## src/rtl/led_chase_decoder.sv

```systemverilog
// Decodes a one-hot LED chase pattern back into position, direction and lap count.
// Optional stall detection is enabled by defining LED_CHASE_DECODER_STALL_EN.
module led_chase_decoder #(
    parameter int WIDTH        = 8,
    parameter int LAP_WIDTH    = 16,
    parameter int STALL_CYCLES = 1000000,
    localparam int POS_W       = $clog2(WIDTH)
) (
    input  logic                 clk,
    input  logic                 reset,
    input  logic [WIDTH-1:0]     led,
    input  logic                 clear_err,
    output logic [POS_W-1:0]     pos,
    output logic                 pos_valid,
    output logic                 dir,
    output logic                 step,
    output logic [LAP_WIDTH-1:0] lap_count,
    output logic                 err,
    output logic [1:0]           err_code,
    output logic [1:0]           state_dbg
);

    localparam logic [1:0] SEARCH = 2'd0;
    localparam logic [1:0] TRACK  = 2'd1;
    localparam logic [1:0] FAULT  = 2'd2;

    localparam logic [1:0] ERR_NONE   = 2'd0;
    localparam logic [1:0] ERR_ONEHOT = 2'd1;
    localparam logic [1:0] ERR_SKIP   = 2'd2;
    localparam logic [1:0] ERR_STALL  = 2'd3;

    if (WIDTH < 3 || STALL_CYCLES < 1) begin : g_bad_param
        $error("led_chase_decoder: WIDTH must be >= 3 and STALL_CYCLES >= 1");
    end

    logic [WIDTH-1:0]     sync1_q, sync2_q, prev_q;
    logic [1:0]           state_q, state_d;
    logic [POS_W-1:0]     pos_q, pos_d;
    logic                 pos_valid_q, pos_valid_d;
    logic                 dir_q, dir_d;
    logic                 step_q, step_d;
    logic [LAP_WIDTH-1:0] lap_q, lap_d;
    logic                 err_q, err_d;
    logic [1:0]           err_code_q, err_code_d;

    logic                 change;
    logic                 s_onehot;
    logic [POS_W-1:0]     s_idx;
    logic [POS_W-1:0]     up_idx, dn_idx;

`ifdef LED_CHASE_DECODER_STALL_EN
    localparam int STALL_W = $clog2(STALL_CYCLES + 1);
    logic [STALL_W-1:0] stall_cnt_q, stall_cnt_d;
`endif

    // sync2_q is the synchronised pattern; prev_q is its value one cycle earlier.
    assign change   = (sync2_q != prev_q);
    assign s_onehot = (sync2_q != '0) && ((sync2_q & (sync2_q - WIDTH'(1))) == '0);
    assign up_idx   = (pos_q == POS_W'(WIDTH - 1)) ? '0 : pos_q + POS_W'(1);
    assign dn_idx   = (pos_q == '0) ? POS_W'(WIDTH - 1) : pos_q - POS_W'(1);

    always_comb begin
        s_idx = '0;
        for (int i = 0; i < WIDTH; i++) begin
            if (sync2_q[i]) s_idx = POS_W'(i);
        end
    end

    always_comb begin
        state_d     = state_q;
        pos_d       = pos_q;
        pos_valid_d = pos_valid_q;
        dir_d       = dir_q;
        step_d      = 1'b0;
        lap_d       = lap_q;
        err_d       = err_q;
        err_code_d  = err_code_q;
`ifdef LED_CHASE_DECODER_STALL_EN
        stall_cnt_d = stall_cnt_q;
`endif
        case (state_q)
            SEARCH: begin
                if (s_onehot) begin
                    state_d     = TRACK;
                    pos_d       = s_idx;
                    pos_valid_d = 1'b1;
`ifdef LED_CHASE_DECODER_STALL_EN
                    stall_cnt_d = '0;
`endif
                end
            end
            TRACK: begin
                if (change) begin
`ifdef LED_CHASE_DECODER_STALL_EN
                    stall_cnt_d = '0;
`endif
                    if (!s_onehot) begin
                        state_d     = FAULT;
                        err_d       = 1'b1;
                        pos_valid_d = 1'b0;
                        err_code_d  = ERR_ONEHOT;
                    end else if (s_idx == up_idx) begin
                        dir_d  = 1'b1;
                        step_d = 1'b1;
                        pos_d  = s_idx;
                        if (pos_q == POS_W'(WIDTH - 1)) lap_d = lap_q + LAP_WIDTH'(1);
                    end else if (s_idx == dn_idx) begin
                        dir_d  = 1'b0;
                        step_d = 1'b1;
                        pos_d  = s_idx;
                        if (pos_q == '0) lap_d = lap_q + LAP_WIDTH'(1);
                    end else begin
                        state_d     = FAULT;
                        err_d       = 1'b1;
                        pos_valid_d = 1'b0;
                        err_code_d  = ERR_SKIP;
                    end
                end else begin
`ifdef LED_CHASE_DECODER_STALL_EN
                    // Fault fires on the cycle the idle count reaches STALL_CYCLES.
                    if (stall_cnt_q == STALL_W'(STALL_CYCLES - 1)) begin
                        state_d     = FAULT;
                        err_d       = 1'b1;
                        pos_valid_d = 1'b0;
                        err_code_d  = ERR_STALL;
                    end else begin
                        stall_cnt_d = stall_cnt_q + STALL_W'(1);
                    end
`endif
                end
            end
            FAULT: begin
                if (clear_err) begin
                    state_d    = SEARCH;
                    err_d      = 1'b0;
                    err_code_d = ERR_NONE;
                end
            end
            default: state_d = SEARCH;
        endcase
    end

    always_ff @(posedge clk or negedge reset) begin
        if (!reset) begin
            sync1_q     <= '0;
            sync2_q     <= '0;
            prev_q      <= '0;
            state_q     <= SEARCH;
            pos_q       <= '0;
            pos_valid_q <= 1'b0;
            dir_q       <= 1'b1;
            step_q      <= 1'b0;
            lap_q       <= '0;
            err_q       <= 1'b0;
            err_code_q  <= ERR_NONE;
        end else begin
            sync1_q     <= led;
            sync2_q     <= sync1_q;
            prev_q      <= sync2_q;
            state_q     <= state_d;
            pos_q       <= pos_d;
            pos_valid_q <= pos_valid_d;
            dir_q       <= dir_d;
            step_q      <= step_d;
            lap_q       <= lap_d;
            err_q       <= err_d;
            err_code_q  <= err_code_d;
        end
    end

`ifdef LED_CHASE_DECODER_STALL_EN
    always_ff @(posedge clk or negedge reset) begin
        if (!reset) stall_cnt_q <= '0;
        else        stall_cnt_q <= stall_cnt_d;
    end
`endif

    assign pos       = pos_q;
    assign pos_valid = pos_valid_q;
    assign dir       = dir_q;
    assign step      = step_q;
    assign lap_count = lap_q;
    assign err       = err_q;
    assign err_code  = err_code_q;
    assign state_dbg = state_q;

endmodule
```

## config.mk

```make
export PLATFORM = sky130hd
export DESIGN_NAME = led_chase_decoder
export DESIGN_NICKNAME = d
export VERILOG_FILES = /design/src/rtl/led_chase_decoder.sv
export SDC_FILE = /design/constraint.sdc
export NUM_CORES = 1
export LEC_CHECK = 0
export BUFFER_PORTS_ARGS = -buffer_cell sky130_fd_sc_hd__buf_2
export CORE_MARGIN = 10
export CORE_UTILIZATION = 32
export CTS_BUF_LIST = sky130_fd_sc_hd__clkbuf_2 sky130_fd_sc_hd__clkbuf_4 sky130_fd_sc_hd__clkbuf_8
export DETAILED_ROUTE_END_ITERATION = 10
export PLACE_DENSITY = 0.54
export SLEW_MARGIN = 10
export SYNTH_ARGS = -nofsm -noshare
export SYNTH_HDL_FRONTEND = slang
export SYNTH_SLANG_ARGS = --single-unit
```

## constraint.sdc

```tcl
create_clock -name clk -period 3.3 [get_ports clk]
set_input_delay 0.33 -clock clk [delete_from_list [all_inputs] [get_ports clk]]
set_output_delay 0.33 -clock clk [all_outputs]
set_load 0.02 [all_outputs]
```

# After elaboration in Yosys (flattened, before gate mapping)
# Index checks and enable logic that the tools add are counted.
# op_classes
addsub,4
eq_ne,14
muxes,48
n_bitwise,1
reduce_logical,15
# ops
operator,n
$mux W16,4
$mux W3,12
$reduce_and A5 Y1,4
$mux W1,18
$mux W2,9
$add A16 B1 Y16 const B,1
$ne A3 B3 Y1 const B,3
$and A8 B8 Y8,1
$logic_not A8 Y1,1
$ne A2 B2 Y1 const B,4
$ne A8 B8 Y1,1
$reduce_bool A2 Y1,4
$reduce_bool A8 Y1,1
$sub A8 B1 Y8 const B,1
$eq A3 B3 Y1,2
$pmux W2 S3,1
$pmux W3 S2,1
$reduce_and A6 Y1,1
$pmux W1 S2,2
$pmux W2 S2,1
$reduce_and A4 Y1,1
$add A3 B1 Y3 const B,1
$eq A3 B3 Y1 const B,1
$logic_not A3 Y1,1
other kinds (6),6
# word_totals
ff_bits,51
input_bits,11
out_inout_bits,27
word_cells,93

# Depth between registers and ports, before layout
# logic_depth
word_depth,13
ltp_mapped,10
depth_no_buf,9

# Worst setup path before layout
# OpenSTA, ideal clock, no wires.
# synth_timing
path_kind,register -> register
from,register pos_q[0] (netlist: pos[0])
to,register lap_q[1] (netlist: lap_count[1])
setup_time_ns,0.125
t_arrival_ns,2.705
t_required_ns,3.175
path_slack_ns,0.471
path_stages_with_launch,10
path_buffers,0
period_less_slack_ns,2.829
cell_sequence,dfrtp_1 inv_1 ha_1 nor3_1 o211ai_1 o211ai_1 a31oi_1 a2111o_1 nor2_1 mux2_2
# synth_via
elab_chain_cells,5
elab_cells_between_ends,13
cone_classes,add/sub: 2; eq/ne: 4; mux: 3; reduce/logical: 4
# synth_rtl
element,line_no,source
from (decl),38,"logic [POS_W-1:0] pos_q, pos_d;"
from (signal assigned),161,pos_q <= pos_d;
"$add A3 B1 Y3, or another cell as far along",59,assign up_idx = (pos_q == POS_W'(WIDTH - 1)) ? '0 : pos_q + POS_W'(1);
$mux W3 (on tied branches),"59, 60",
$eq A3 B3 Y1 (on tied branches),"102, 107",
$ne A2 B1 Y1 (no line) or $reduce_bool A2 Y1 (tied branches),n/a,
$reduce_and A6 Y1 (no line),n/a,
to (signal assigned),165,lap_q <= lap_d;
to (decl),42,"logic [LAP_WIDTH-1:0] lap_q, lap_d;"
# Parallel ways exist; a longest one is shown, timed or not.
# A chain may end at the register's enable or synchronous reset.

# Worst setup path in the final report
# layout_timing
from,register pos_q[0] (netlist: pos[0])
to,register lap_q[11] (netlist: lap_count[11])
# The elaborated chain is that of the path after synthesis.

==> reports/results.tsv <==
metric	value	unit
status	complete, no violations	
synth_edf_count	0	
synth_area	0.002634	mm^2
grt_pass1_wl	9798	um
initial_core_util	0.3254	
cts_hold_buf	0	
finalSetupTns	0	ns
drtAntennaViolNets	0	
fin_skew	0.007426	ns
crit_path_start_kind	flip-flop	
num_vias	1947	
antenna_found_initial	0	
fin_ws	0.2762	ns
netlist_instances	247	
overflow	0	
drv_cap	0	
io_buffer_count	37	
fin_nets	299	
drc	0	
syn_to_final_growth	16.48	%
cts_buffer_depth	2	
yosys_register_bits	51	
synth_nets	263	
die_area	0.01226	mm^2
critPathTopFamily	compound AO/OA/AOI/OAI gates	
async_reset_ff_frac	1.000	
rsz0062_at_grt	no	
rr_endpoint	lap_count[11]	
wl	5641	um
n_antenna_cell	0	
cp_common_cell	o211ai_1	
cts-root-buf	clkbuf_8	
syn_avg_cell_area	10.66	um^2
combPwrFrac	0.370	
pwr-share-clk	0.258	
crit_arrival	3.26	ns
slew_headroom	0.5044	
cts_buffers	5	
clock_sinks	51	
path_class	flip-flop to flip-flop	
seqPwrFrac	0.372	
crit_path_max_incr_delay	0.50	ns
crit_buf_inv	2	
fin_crit	3.024	ns
ir_drop	276.6	uV
hpwlAfterDp	4130	um
fillers	821	
grt_pass1_vias	2055	
clk_latency	0.31	ns
place_ws	0.2973	ns
htree_levels	2	
internal-power	1268	uW
worstReg2RegStart	pos[0]	
hold_class	input pin to asynchronous set/reset pin	
row_count	33	
ys_seq_area_frac	0.4850	
leakagePower	0.001434	uW
drive_gt1_frac	0.2606	
grt.total_usage	0.09225	
die_w	110.7	um
slew_viol_final	0	
grt_max_degree	35	
required	3.54	ns
synth_ff_type	dfrtp_1	
swShare	0.3709	
power_density	657.2	mW/mm^2
synth_cell_types	51	
first_pass_iters	4	
clk_pin_slew_worst_paths	0.10	ns
setup_violations	0	
ff2ff_path_depth	10	
power_switching	747.9	uW
crit_path_max_fanout	9	
pin_count	38	
max_slew.worst_pin.slew	0.7434	ns
gp_congestion	0.8202	
hold_viol_final	0	
fmax	330.7	MHz
core	0.008093	mm^2
routed_via_density	5.005	
ys_warn_count	0	
drtIter0Drc	62	
rrSetupSlack	0.28	ns
crit_chain	inv_1 > ha_1 > o21a_1 > o211ai_1 > o211ai_1 > a21boi_0 > a2111o_1 > buf_4 > nor4_1 > xor2_1	
cts_tree	yes	
min_period_over_period	0.9163	
critPathSlowestCell	dfrtp_1	
wl_per_cell	14.50	um
end_kind	flip-flop	
die_y	110.7	um
## kinds of logic (layout without fill, tap and decap cells)
logic type / after synthesis / after routing / synth area share
adder cells (fa/ha/maj): 6 / 6 / 0.02755
multiplexers: 6 / 6 / 0.02375
XOR/XNOR: 25 / 25 / 0.08314
flip-flops: 51 / 51 / 0.4850
AND/OR/NAND/NOR: 98 / 98 / 0.2266
AO/OA/AOI/OAI: 41 / 41 / 0.1150
buffers and inverters: 20 / 57 / 0.03895
## power by group through the flow
stage               combinational (uW)  clock [uW]  sequential (uW)
floorplan                          497           0              792
global placement                   726           0              759
detailed placement                 729           0              762
CTS                                737         538              749
global route                       820         566              764
finish                             747         521              749
## timing repair
action,CTS,global route
buffers inserted,0,0
endpoints found under the setup margin,0,6
gates resized for setup,0,3
## final cells by class
type | instances | area, um^2 | area share
timing repair buffer | 41 | 227.7 | 0.07423
sequential | 51 | 1277 | 0.4164
multi-input combinational | 176 | 1265 | 0.4123
clock inverter | 3 | 67.56 | 0.02202
tap | 105 | 131.4 | 0.04282
inverter | 8 | 30.03 | 0.009788
clock buffer | 5 | 68.82 | 0.02243
## per-stage QoR
stage / cell area [um^2] / hold WS, ns / instances / util / power (uW)
after floorplan: 2634 / 0.03441 / 247 / - / 1289
after global placement: 2920 / 0.3327 / 381 / 0.3609 / 1485
after detailed placement: 2920 / 0.3347 / 381 / 0.3609 / 1491
after CTS: 3057 / 0.1099 / 389 / 0.3777 / 2023
after global routing: 3068 / 0.1058 / 389 / 0.3791 / 2150
final: 3068 / 0.07603 / 389 / 0.3791 / 2016
## worst max path at each step
stage / from / end / slack, ns / cells after the start
2_1_floorplan: pos[0] / lap_count[1] / 0.47 / 9
3_3_place_gp: pos[0] / lap_count[11] / 0.38 / 10
5_1_grt: pos[0] / lap_count[9] / 0.004 / 10
6_report: pos[0] / lap_count[11] / 0.28 / 10
4_1_cts: pos[0] / lap_count[11] / 0.21 / 10
3_5_place_dp: pos[0] / lap_count[11] / 0.30 / 10
## cell usage in the layout, fill, tap and decap left out, types with 2 or more instances in the layout
| master | count |
|---|---|
| a21oi_1 | 9 |
| a31oi_1 | 3 |
| and2_1 | 3 |
| and3_1 | 4 |
| and4_1 | 2 |
| buf_2 | 37 |
| buf_4 | 3 |
| bufinv_16 | 2 |
| clkbuf_8 | 5 |
| dfrtp_1 | 50 |
| ha_1 | 5 |
| inv_1 | 8 |
| mux2_2 | 2 |
| mux2i_1 | 4 |
| nand2_1 | 22 |
| nand2b_1 | 3 |
| nand3_1 | 13 |
| nand3b_1 | 2 |
| nand4b_1 | 2 |
| nor2_1 | 10 |
| nor2b_1 | 4 |
| nor3_1 | 4 |
| nor3_2 | 10 |
| nor4_1 | 7 |
| nor4_4 | 2 |
| o211ai_1 | 2 |
| o21a_1 | 6 |
| o21ai_0 | 7 |
| or2_2 | 3 |
| or3_1 | 3 |
| xnor2_1 | 3 |
| xor2_1 | 22 |
## registers in the layout (all words and copies together) (netlist names)
signal	count
lap_count	16
prev_q	8
sync1_q	8
sync2_q	8
pos	3
err_code	2
state_dbg	2
dir	1
err	1
pos_valid	1
step	1
## Yosys cell counts (all sizes together) (2+ instances only)
| library cell | instances | area share |
|---|---|---|
| and3 | 4 | 0.0095 |
| nand3b | 2 | 0.0057 |
| dfrtp | 50 | 0.48 |
| clkbuf | 4 | 0.0057 |
| nand2b | 3 | 0.0071 |
| mux2i | 4 | 0.015 |
| buf | 8 | 0.022 |
| ha | 5 | 0.024 |
| mux2 | 2 | 0.0086 |
| a31oi | 3 | 0.0071 |
| a21o | 2 | 0.0062 |
| inv | 8 | 0.011 |
| and4 | 2 | 0.0067 |
| a2111oi | 2 | 0.0067 |
| nand3 | 13 | 0.025 |
| o211ai | 2 | 0.0057 |
| nand2 | 23 | 0.034 |
| xor2 | 22 | 0.073 |
| and2 | 3 | 0.0071 |
| nor3 | 14 | 0.042 |
| nor2 | 10 | 0.014 |
| o21ai | 7 | 0.013 |
| nor2b | 4 | 0.0095 |
| a21oi | 9 | 0.017 |
| o21a | 6 | 0.017 |
| or2 | 3 | 0.0071 |
| nor4 | 10 | 0.038 |
| nand4b | 2 | 0.0067 |
| xnor2 | 3 | 0.010 |
| or3 | 4 | 0.011 |
## per-layer routing
| metal | GRT usage | routed length (um) | vias to the layer above |
|---|---|---|---|
| met5 | 0 | 0 | - |
| met4 | 0.03733 | 138 | 0 |
| li1 | - | - | 943 |
| met3 | 0.02814 | 278 | 10 |
| met2 | 0.1486 | 2658 | 48 |
| met1 | 0.1117 | 2566 | 946 |
No activity file was read; power rests on OpenSTA's default activity.
